--- src/rtl/cpu_pkg.sv ---
// Shared definitions for the multicycle CPU datapath: widths and the
// control-select encodings driven by the control unit.
package cpu_pkg;

    localparam int CPU_W        = 32;
    localparam int CPU_RA_W     = 5;
    localparam int CPU_LINK_REG = 31;

    // Low instruction bits that form the jump target; the rest come from pc.
    localparam int JUMP_LO_W = 26;

    // Address mux (iord)
    localparam logic IORD_PC     = 1'b0;
    localparam logic IORD_ALUOUT = 1'b1;

    // ALU B operand mux (alusrcb)
    localparam logic [1:0] SRCB_REG   = 2'b00;
    localparam logic [1:0] SRCB_CONST = 2'b01;
    localparam logic [1:0] SRCB_IMM   = 2'b10;
    localparam logic [1:0] SRCB_IMMSH = 2'b11;

    // Next-PC mux (pcsrc)
    localparam logic [1:0] PCSRC_ALU    = 2'b00;
    localparam logic [1:0] PCSRC_ALUOUT = 2'b01;
    localparam logic [1:0] PCSRC_JUMP   = 2'b10;
    localparam logic [1:0] PCSRC_HOLD   = 2'b11;

    // Register-destination mux (regdst); code 3 aliases rt
    localparam logic [1:0] REGDST_RT   = 2'b00;
    localparam logic [1:0] REGDST_RD   = 2'b01;
    localparam logic [1:0] REGDST_LINK = 2'b10;

endpackage

--- src/rtl/mux_n1.sv ---
// Generic N:1 word multiplexer (N = 2 or 4). Inputs are packed with input 0
// in the least-significant slice. Any select value that does not exactly
// match a non-zero index (including unknown bits) falls back to input 0.
module mux_n1 #(
    parameter int WIDTH = 32,
    parameter int N     = 2
) (
    input  logic [N*WIDTH-1:0]              d,
    input  logic [((N > 2) ? 2 : 1)-1:0]    sel,
    output logic [WIDTH-1:0]                y
);

    localparam int SEL_W = (N > 2) ? 2 : 1;

    logic [WIDTH-1:0] y_s;

    // Select one slice; input 0 is the default so unknown selects resolve to it.
    always_comb begin
        y_s = d[WIDTH-1:0];
        for (int i = 1; i < N; i++) begin
            if (sel == SEL_W'(i)) begin
                y_s = d[i*WIDTH +: WIDTH];
            end else begin
                y_s = y_s;
            end
        end
    end

    assign y = y_s;

endmodule

--- src/rtl/cpu_datapath_mux_bank.sv ---
// Datapath select bank for the multicycle CPU: address, RF write data,
// ALU A/B, next-PC and RF write-address muxes. Each result is offered
// combinationally (_c) and as a one-cycle-delayed registered copy (_q).
module cpu_datapath_mux_bank
    import cpu_pkg::*;
#(
    parameter int W        = CPU_W,
    parameter int RA_W     = CPU_RA_W,
    parameter int LINK_REG = CPU_LINK_REG
) (
    input  logic            clk,
    input  logic            rst_n,
    input  logic            iord,
    input  logic            memtoreg,
    input  logic            alusrca,
    input  logic [1:0]      alusrcb,
    input  logic [1:0]      pcsrc,
    input  logic [1:0]      regdst,
    input  logic [W-1:0]    pc,
    input  logic [W-1:0]    alu_res,
    input  logic [W-1:0]    alu_out,
    input  logic [W-1:0]    mdr,
    input  logic [W-1:0]    reg_a,
    input  logic [W-1:0]    reg_b,
    input  logic [W-1:0]    const_b,
    input  logic [W-1:0]    imm_ext,
    input  logic [W-1:0]    imm_sh,
    input  logic [W-1:0]    instr,
    output logic [W-1:0]    mem_addr_c,
    output logic [W-1:0]    rf_wdata_c,
    output logic [W-1:0]    alu_a_c,
    output logic [W-1:0]    alu_b_c,
    output logic [W-1:0]    pc_next_c,
    output logic [RA_W-1:0] rf_waddr_c,
    output logic [W-1:0]    mem_addr_q,
    output logic [W-1:0]    rf_wdata_q,
    output logic [W-1:0]    alu_a_q,
    output logic [W-1:0]    alu_b_q,
    output logic [W-1:0]    pc_next_q,
    output logic [RA_W-1:0] rf_waddr_q
);

    // Upper pc bits are kept, lower bits come from the instruction.
    localparam logic [W-1:0] JUMP_HI_MASK = {{(W-JUMP_LO_W){1'b1}}, {JUMP_LO_W{1'b0}}};
    localparam logic [RA_W-1:0] LINK_ADDR = RA_W'(LINK_REG);

    logic [W-1:0]    jump_target_s;
    logic [RA_W-1:0] rt_s;
    logic [RA_W-1:0] rd_s;

    logic [W-1:0]    mem_addr_r;
    logic [W-1:0]    rf_wdata_r;
    logic [W-1:0]    alu_a_r;
    logic [W-1:0]    alu_b_r;
    logic [W-1:0]    pc_next_r;
    logic [RA_W-1:0] rf_waddr_r;

    assign jump_target_s = (pc & JUMP_HI_MASK) | (instr & ~JUMP_HI_MASK);
    assign rt_s          = instr[20:16];
    assign rd_s          = instr[15:11];

    mux_n1 #(.WIDTH(W), .N(2)) u_mux_addr (
        .d   ({alu_out, pc}),
        .sel (iord),
        .y   (mem_addr_c)
    );

    mux_n1 #(.WIDTH(W), .N(2)) u_mux_wdata (
        .d   ({mdr, alu_out}),
        .sel (memtoreg),
        .y   (rf_wdata_c)
    );

    mux_n1 #(.WIDTH(W), .N(2)) u_mux_alua (
        .d   ({reg_a, pc}),
        .sel (alusrca),
        .y   (alu_a_c)
    );

    mux_n1 #(.WIDTH(W), .N(4)) u_mux_alub (
        .d   ({imm_sh, imm_ext, const_b, reg_b}),
        .sel (alusrcb),
        .y   (alu_b_c)
    );

    mux_n1 #(.WIDTH(W), .N(4)) u_mux_pcnext (
        .d   ({pc, jump_target_s, alu_out, alu_res}),
        .sel (pcsrc),
        .y   (pc_next_c)
    );

    mux_n1 #(.WIDTH(RA_W), .N(4)) u_mux_waddr (
        .d   ({rt_s, LINK_ADDR, rd_s, rt_s}),
        .sel (regdst),
        .y   (rf_waddr_c)
    );

    // Registered timing taps: one-cycle copies of every mux output, cleared by reset.
    always_ff @(posedge clk) begin
        if (!rst_n) begin
            mem_addr_r <= {W{1'b0}};
            rf_wdata_r <= {W{1'b0}};
            alu_a_r    <= {W{1'b0}};
            alu_b_r    <= {W{1'b0}};
            pc_next_r  <= {W{1'b0}};
            rf_waddr_r <= {RA_W{1'b0}};
        end else begin
            mem_addr_r <= mem_addr_c;
            rf_wdata_r <= rf_wdata_c;
            alu_a_r    <= alu_a_c;
            alu_b_r    <= alu_b_c;
            pc_next_r  <= pc_next_c;
            rf_waddr_r <= rf_waddr_c;
        end
    end

    assign mem_addr_q = mem_addr_r;
    assign rf_wdata_q = rf_wdata_r;
    assign alu_a_q    = alu_a_r;
    assign alu_b_q    = alu_b_r;
    assign pc_next_q  = pc_next_r;
    assign rf_waddr_q = rf_waddr_r;

endmodule

--- config.mk ---
export PLATFORM = sky130hd
export DESIGN_NAME = cpu_datapath_mux_bank
export DESIGN_NICKNAME = d
export VERILOG_FILES = /design/src/rtl/cpu_pkg.sv /design/src/rtl/mux_n1.sv /design/src/rtl/cpu_datapath_mux_bank.sv
export SDC_FILE = /design/constraint.sdc
export NUM_CORES = 1
export LEC_CHECK = 0
export ABC_CLOCK_PERIOD_IN_PS = 2600
export CELL_PAD_IN_SITES_DETAIL_PLACEMENT = 0
export CELL_PAD_IN_SITES_GLOBAL_PLACEMENT = 1
export CORE_AREA = 5 5 251 253
export CTS_BUF_LIST = sky130_fd_sc_hd__clkbuf_8 sky130_fd_sc_hd__clkbuf_16
export DETAILED_ROUTE_END_ITERATION = 8
export DIE_AREA = 0 0 256 258
export PLACE_DENSITY = 0.53
export SLEW_MARGIN = 25
export SYNTH_ARGS = -nofsm -noshare
export SYNTH_HDL_FRONTEND = slang
export SYNTH_SLANG_ARGS = --single-unit
--- constraint.sdc ---
create_clock -name clk -period 2.6 [get_ports clk]
set_input_delay 0.78 -clock clk [delete_from_list [all_inputs] [get_ports clk]]
set_output_delay 0.78 -clock clk [all_outputs]
set_load 0.05 [all_outputs]
==> metrics.cfg, run 1 <==
[power]
pwr-share-seq_pct = 29.4
power_frac_clock_pct = 27.9
powerDensity_mw_per_mm2 = 556
pwr-share-comb_pct = 42.7
p_sw_mw = 3.60
p_leak_nw = 7.12
p_int_mw = 5.77
ir_drop_mv = 0.472
switching_share_pct = 38.5
power_mw = 9.37

[setup_path]
crit_path_end_kind = output port
arrival_ns = 1.84
crit_fanout = 2
critPathLaunchType = input port
required_ns = 1.82
critPathKind = input port to output port

[sta]
worstMarginPinSlew_ns = 0.631
rsz0062_at_grt = true
finalSetupViolations = 1
max_freq_ghz = 0.382
layout_setup_ws_ns = -0.0197
slew_violations = 0
hold_viol = 0
final.period_utilization_pct = 101
maxSlewHeadroom_pct = 57.8
fin_crit_ns = 2.62

[hold_path]
hold_class = input port to register

[floorplanning]
dieArea_mm2 = 0.0660
rows = 91
start_util_pct = 12.0
num_io_pins = 661
dieWidth_um = 256
core_mm2 = 0.0608
die_h_um = 258

[detailed_routing]
vias = 7661
routed_via_density = 3.61
dr.pass1.iters = 4
wl_per_cell_um = 21.1
antenna_left = 0
drt_iter0_markers = 213
drcViolationCount = 0
wl_um = 44900

[finish]
drive_gt1_share_pct = 37.4
num-nets-final = 1647
layout_common_cells = 236 x clkdlybuf4s50_1, 232 x dlygate4sd2_1, 173 x buf_4, 165 x dfxtp_1, 154 x and2_1
final_util_pct = 27.7
nFillCells = 6487
syn_to_final_growth_pct = 131
final_cells = 2123
final_common_cell = clkdlybuf4s50_1

[run]
cap_viol_max_count = 0

[logic_synthesis]
synthCells = 568
synth-seq-cells = 165
netlist_area_mm2 = 0.00730
avgSynthCellArea_um2 = 12.9
synth_cell_types = 19
ys_seq_area_share_pct = 45.3
syn_nets = 899
yosys_warnings = 0

[clock_tree]
cts_root_buffer = clkbuf_16
cts.sinks = 165
cts-buffers-inserted = 17
hold_buffers = 0
cts-htree-levels = 4
cts.clk_slew.worst_paths_ns = 0.07
cts_tree = yes
clockBufferDepth = 2

[place]
dp_hpwl_um = 36200
dp_cells = 2070
place.port_buffers = 654
gp_congestion = 0.807

[status]
violations = setup timing
status = complete, but fails checks

[grt]
track_usage_pct = 13.1
overflow = 0
grt_pass1_wl_um = 62400
first_global_vias = 8598
grt_max_degree = 66
grt_antenna_before_repair = 7

metrics by stage:
| step | setup WS [ns] | hold slack (ns) | TNS (ns) | area [µm²] |
|---|---|---|---|---|
| after floorplan | -0.110 | 0.951 | -1.00 | 7330 |
| after global placement | -0.293 | 1.20 | -15.21 | 15800 |
| after detailed placement | -0.295 | 1.21 | -15.58 | 15800 |
| after CTS | -0.119 | 0.646 | -0.172 | 16800 |
| after global routing | -0.0134 | 0.677 | -0.0348 | 16800 |
| final | -0.0197 | 0.711 | -0.0197 | 16800 |
routing by layer:
metal	global-route usage, %	wire length [µm]
met1	13.3	16200
met5	0	13
met2	23.9	23400
met4	4.65	1290
met3	5.74	3950
registers in the layout, summed over array words and instances (netlist names):
signal,cells
alu_b_q,32
rf_waddr_q,5
alu_a_q,32
rf_wdata_q,32
mem_addr_q,32
pc_next_q,32
power by group through the flow:
stage / sequential [mW] / combinational [mW] / clock, mW
4_1_cts: 2.76 / 4.05 / 2.79
3_3_place_gp: 2.82 / 3.98 / 0
6_report: 2.76 / 4.00 / 2.61
2_1_floorplan: 3.47 / 1.41 / 0
3_5_place_dp: 2.82 / 3.98 / 0
5_1_grt: 2.78 / 4.15 / 2.84
synthesized netlist by cell type, drive strengths merged:
cell type  number  area (µm²)
mux2           96        1080
buf            26         229
nor2b           6        37.5
clkbuf         22        82.6
mux4           58        1320
xnor2           1        8.76
nor3b           1        7.51
dfxtp         165        3300
mux2i          10         100
a211oi         11        82.6
inv             3        11.3
nor3            4        20.0
and2          154         963
a21oi          11        55.1
logic make-up after synthesis:
kind of cell	share of synthesized area, %
AO/OA/AOI/OAI	1.89
XOR/XNOR	0.120
buffers and inverters	4.42
flip-flops	45.3
multiplexers	34.2
AND/OR/NAND/NOR	14.1
path summary, 6_finish.rpt:
check                   start             end  slack [ns]  cells after the start
setup / recovery  alu_out[19]   pc_next_c[19]       -0.02                      3
hold / removal          rst_n  rf_wdata_q[11]        0.71                      2
worst max-delay path, stage by stage:
cell	delay [ns]
clkdlybuf4s15_1	0.27
mux4_2	0.59
buf_8	0.19
area by class of cell:
type                    instances  area [µm²]  share of cell area [%]
clock inverters                14         128                   0.758
inverters                       3        11.3                  0.0669
clock buffers                  18         439                    2.61
multi-input cells             352        3830                    22.8
diodes                          4        10.0                  0.0595
repair buffers                777        8130                    48.3
well taps                     790         988                    5.87
flip-flops and latches        165        3300                    19.6
what timing repair did:
action | CTS | global route
pin swaps | 1 | 0
endpoints found under the setup margin | 118 | 30
gates resized for setup | 354 | 14
buffers inserted | 7 | 3
cloned | 7 | 1
No activity file was read; power rests on OpenSTA's default activity.
==> run 2, diff against run 1 <==
Settings changed: CELL_PAD_IN_SITES_DETAIL_PLACEMENT 0 to default, CELL_PAD_IN_SITES_GLOBAL_PLACEMENT 1 to default, CORE_AREA 5 5 251 253 to 5 5 253 255, DIE_AREA 0 0 256 258 to 0 0 258 260, PLACE_DENSITY 0.53 to 0.41.
==> run 2 against run 1 <==
  * The flow still finishes with violations (setup timing)
  * Via count barely moved
  * Die area increased by 1.6%
  * Worst hold slack improved by 0.088 ns
  * Cell area grew 0.30%
  * Sequential share of layout area is 0.058 points lower
  * Largest cell class unchanged
  * Highest routed layer unchanged
==> metrics.cfg, run 2 (synthesized netlist as in run 1, its figures left out) <==
[floorplanning]
dieWidth_um = 258
die_h_um = 260
dieArea_mm2 = 0.0671
rows = 91
core_mm2 = 0.0614
num_io_pins = 661
start_util_pct = 11.9

[sta]
max_freq_ghz = 0.377
fin_crit_ns = 2.65
setup_tns_ns = -0.0857
final.period_utilization_pct = 102
finalSetupViolations = 6
layout_setup_ws_ns = -0.0531
slew_violations = 0
rsz0062_at_grt = true
maxSlewHeadroom_pct = 58.1
hold_viol = 0
worstMarginPinSlew_ns = 0.626

[setup_path]
cp_top_family = multiplexers
path_depth = 4
arrival_ns = 1.87
crit_path_start = pcsrc[1]
required_ns = 1.82
cp_slowest_cell = mux4_2
critPathMaxStageDelay_ns = 0.60
critPathLaunchType = input port
critPathBufInv = 3
crit_path_end_kind = output port
endpoint = pc_next_c[18]
crit_fanout = 8
cp_cell_sequence = buf_12 -> buf_16 -> mux4_2 -> buf_8
critPathKind = input port to output port

[detailed_routing]
routed_via_density = 3.60
drcViolationCount = 0
drt_iter0_markers = 217
vias = 7660
wl_um = 48700
dr.pass1.iters = 4
wl_per_cell_um = 22.9
antenna_left = 0

[finish]
nFillCells = 6511
final_cells = 2125
finalInstanceArea_mm2 = 0.0169
num-nets-final = 1647
syn_to_final_growth_pct = 131
drive_gt1_share_pct = 37.9
final_util_pct = 27.5
layout_common_cells = 237 x dlygate4sd2_1, 232 x clkdlybuf4s50_1, 180 x buf_4, 165 x dfxtp_1, 154 x and2_1
final_common_cell = dlygate4sd2_1

[clock_tree]
cts.sinks = 165
hold_buffers = 0
cts_tree = yes
cts-buffers-inserted = 17
cts-htree-levels = 4
cts_root_buffer = clkbuf_16
clockBufferDepth = 2
cts.clk_slew.worst_paths_ns = 0.07

[grt]
track_usage_pct = 14.0
first_global_vias = 8597
grt_max_degree = 92
grt_pass1_wl_um = 66800
overflow = 0
grt_antenna_before_repair = 19

[place]
dp_cells = 2070
gp_congestion = 0.802
dp_hpwl_um = 38400
place.port_buffers = 654
place_area_mm2 = 0.0157

[power]
powerDensity_mw_per_mm2 = 566
ir_drop_mv = 0.503
p_sw_mw = 3.64
power_frac_clock_pct = 29.1
pwr-share-comb_pct = 42.0
p_int_mw = 5.92
switching_share_pct = 38.1
pwr-share-seq_pct = 28.9
p_leak_nw = 7.14

[status]
status = complete, but fails checks
violations = setup timing

[run]
cap_viol_max_count = 0

[hold_path]
hold_class = input port to register

## run 2: cell types whose count changed in the layout (fill, tap and decap cells not counted), moves of 4 or more
| cell | previous run | this run |
|---|---|---|
| nor2b_4 | 4 | 0 |
| buf_4 | 173 | 180 |
| buf_16 | 5 | 10 |
| buf_12 | 80 | 71 |
| dlygate4sd2_1 | 232 | 237 |
| clkdlybuf4s50_1 | 236 | 232 |
## run 2: layout make-up
cell class | count | area (µm²) | area share, %
Antenna cell | 6 | 15.0 | 0.0889
Clock buffer | 17 | 425 | 2.52
Clock inverter | 15 | 178 | 1.05
Inverter | 3 | 16.3 | 0.0963
Multi-Input combinational cell | 352 | 3860 | 22.9
Sequential cell | 165 | 3300 | 19.6
Tap cell | 790 | 988 | 5.85
Timing Repair Buffer | 777 | 8100 | 47.9
## run 2: worst min-delay path by stage
stage | from | cells past startpoint | end
3_3_place_gp | rf_wdata_q[0] | 1 | rf_wdata_q[0]
4_1_cts | alu_out[22] | 3 | rf_wdata_q[22]
2_1_floorplan | instr[20] | 2 | rf_waddr_q[4]
6_report | alu_out[29] | 3 | mem_addr_q[29]
5_1_grt | alu_out[29] | 3 | mem_addr_q[29]
3_5_place_dp | rf_wdata_q[0] | 1 | rf_wdata_q[0]
## run 2: power groups by stage
stage	clock (mW)	sequential, mW	combinational, mW
after detailed placement	0	2.82	3.97
after global placement	0	2.81	3.97
final	2.79	2.76	4.02
after CTS	2.97	2.76	4.05
after global routing	3.06	2.78	4.17
after floorplan	0	3.47	1.41
## run 2: per-layer routing
| layer | track usage (%) | routed length, µm |
|---|---|---|
| met1 | 14.7 | 17800 |
| met2 | 25.8 | 25500 |
| met3 | 6.24 | 4420 |
| met4 | 3.26 | 816 |
| met5 | 0 | 47 |
## run 2: timing repair
item                                    in CTS  in global routing
gates resized for setup                    367                 20
pin swaps                                    2                  1
setup buffers                                5                  2
endpoints found under the setup margin     118                 44
cloned                                       8                  2
## run 2: metrics by stage
stage	hold WS (ns)	setup WS [ns]	power, mW
after global placement	1.24	-0.282	6.78
final	0.800	-0.0531	9.56
after CTS	0.767	-0.0706	9.78
after detailed placement	1.24	-0.280	6.78
after global routing	0.789	-0.0743	10.0
after floorplan	0.951	-0.110	4.88
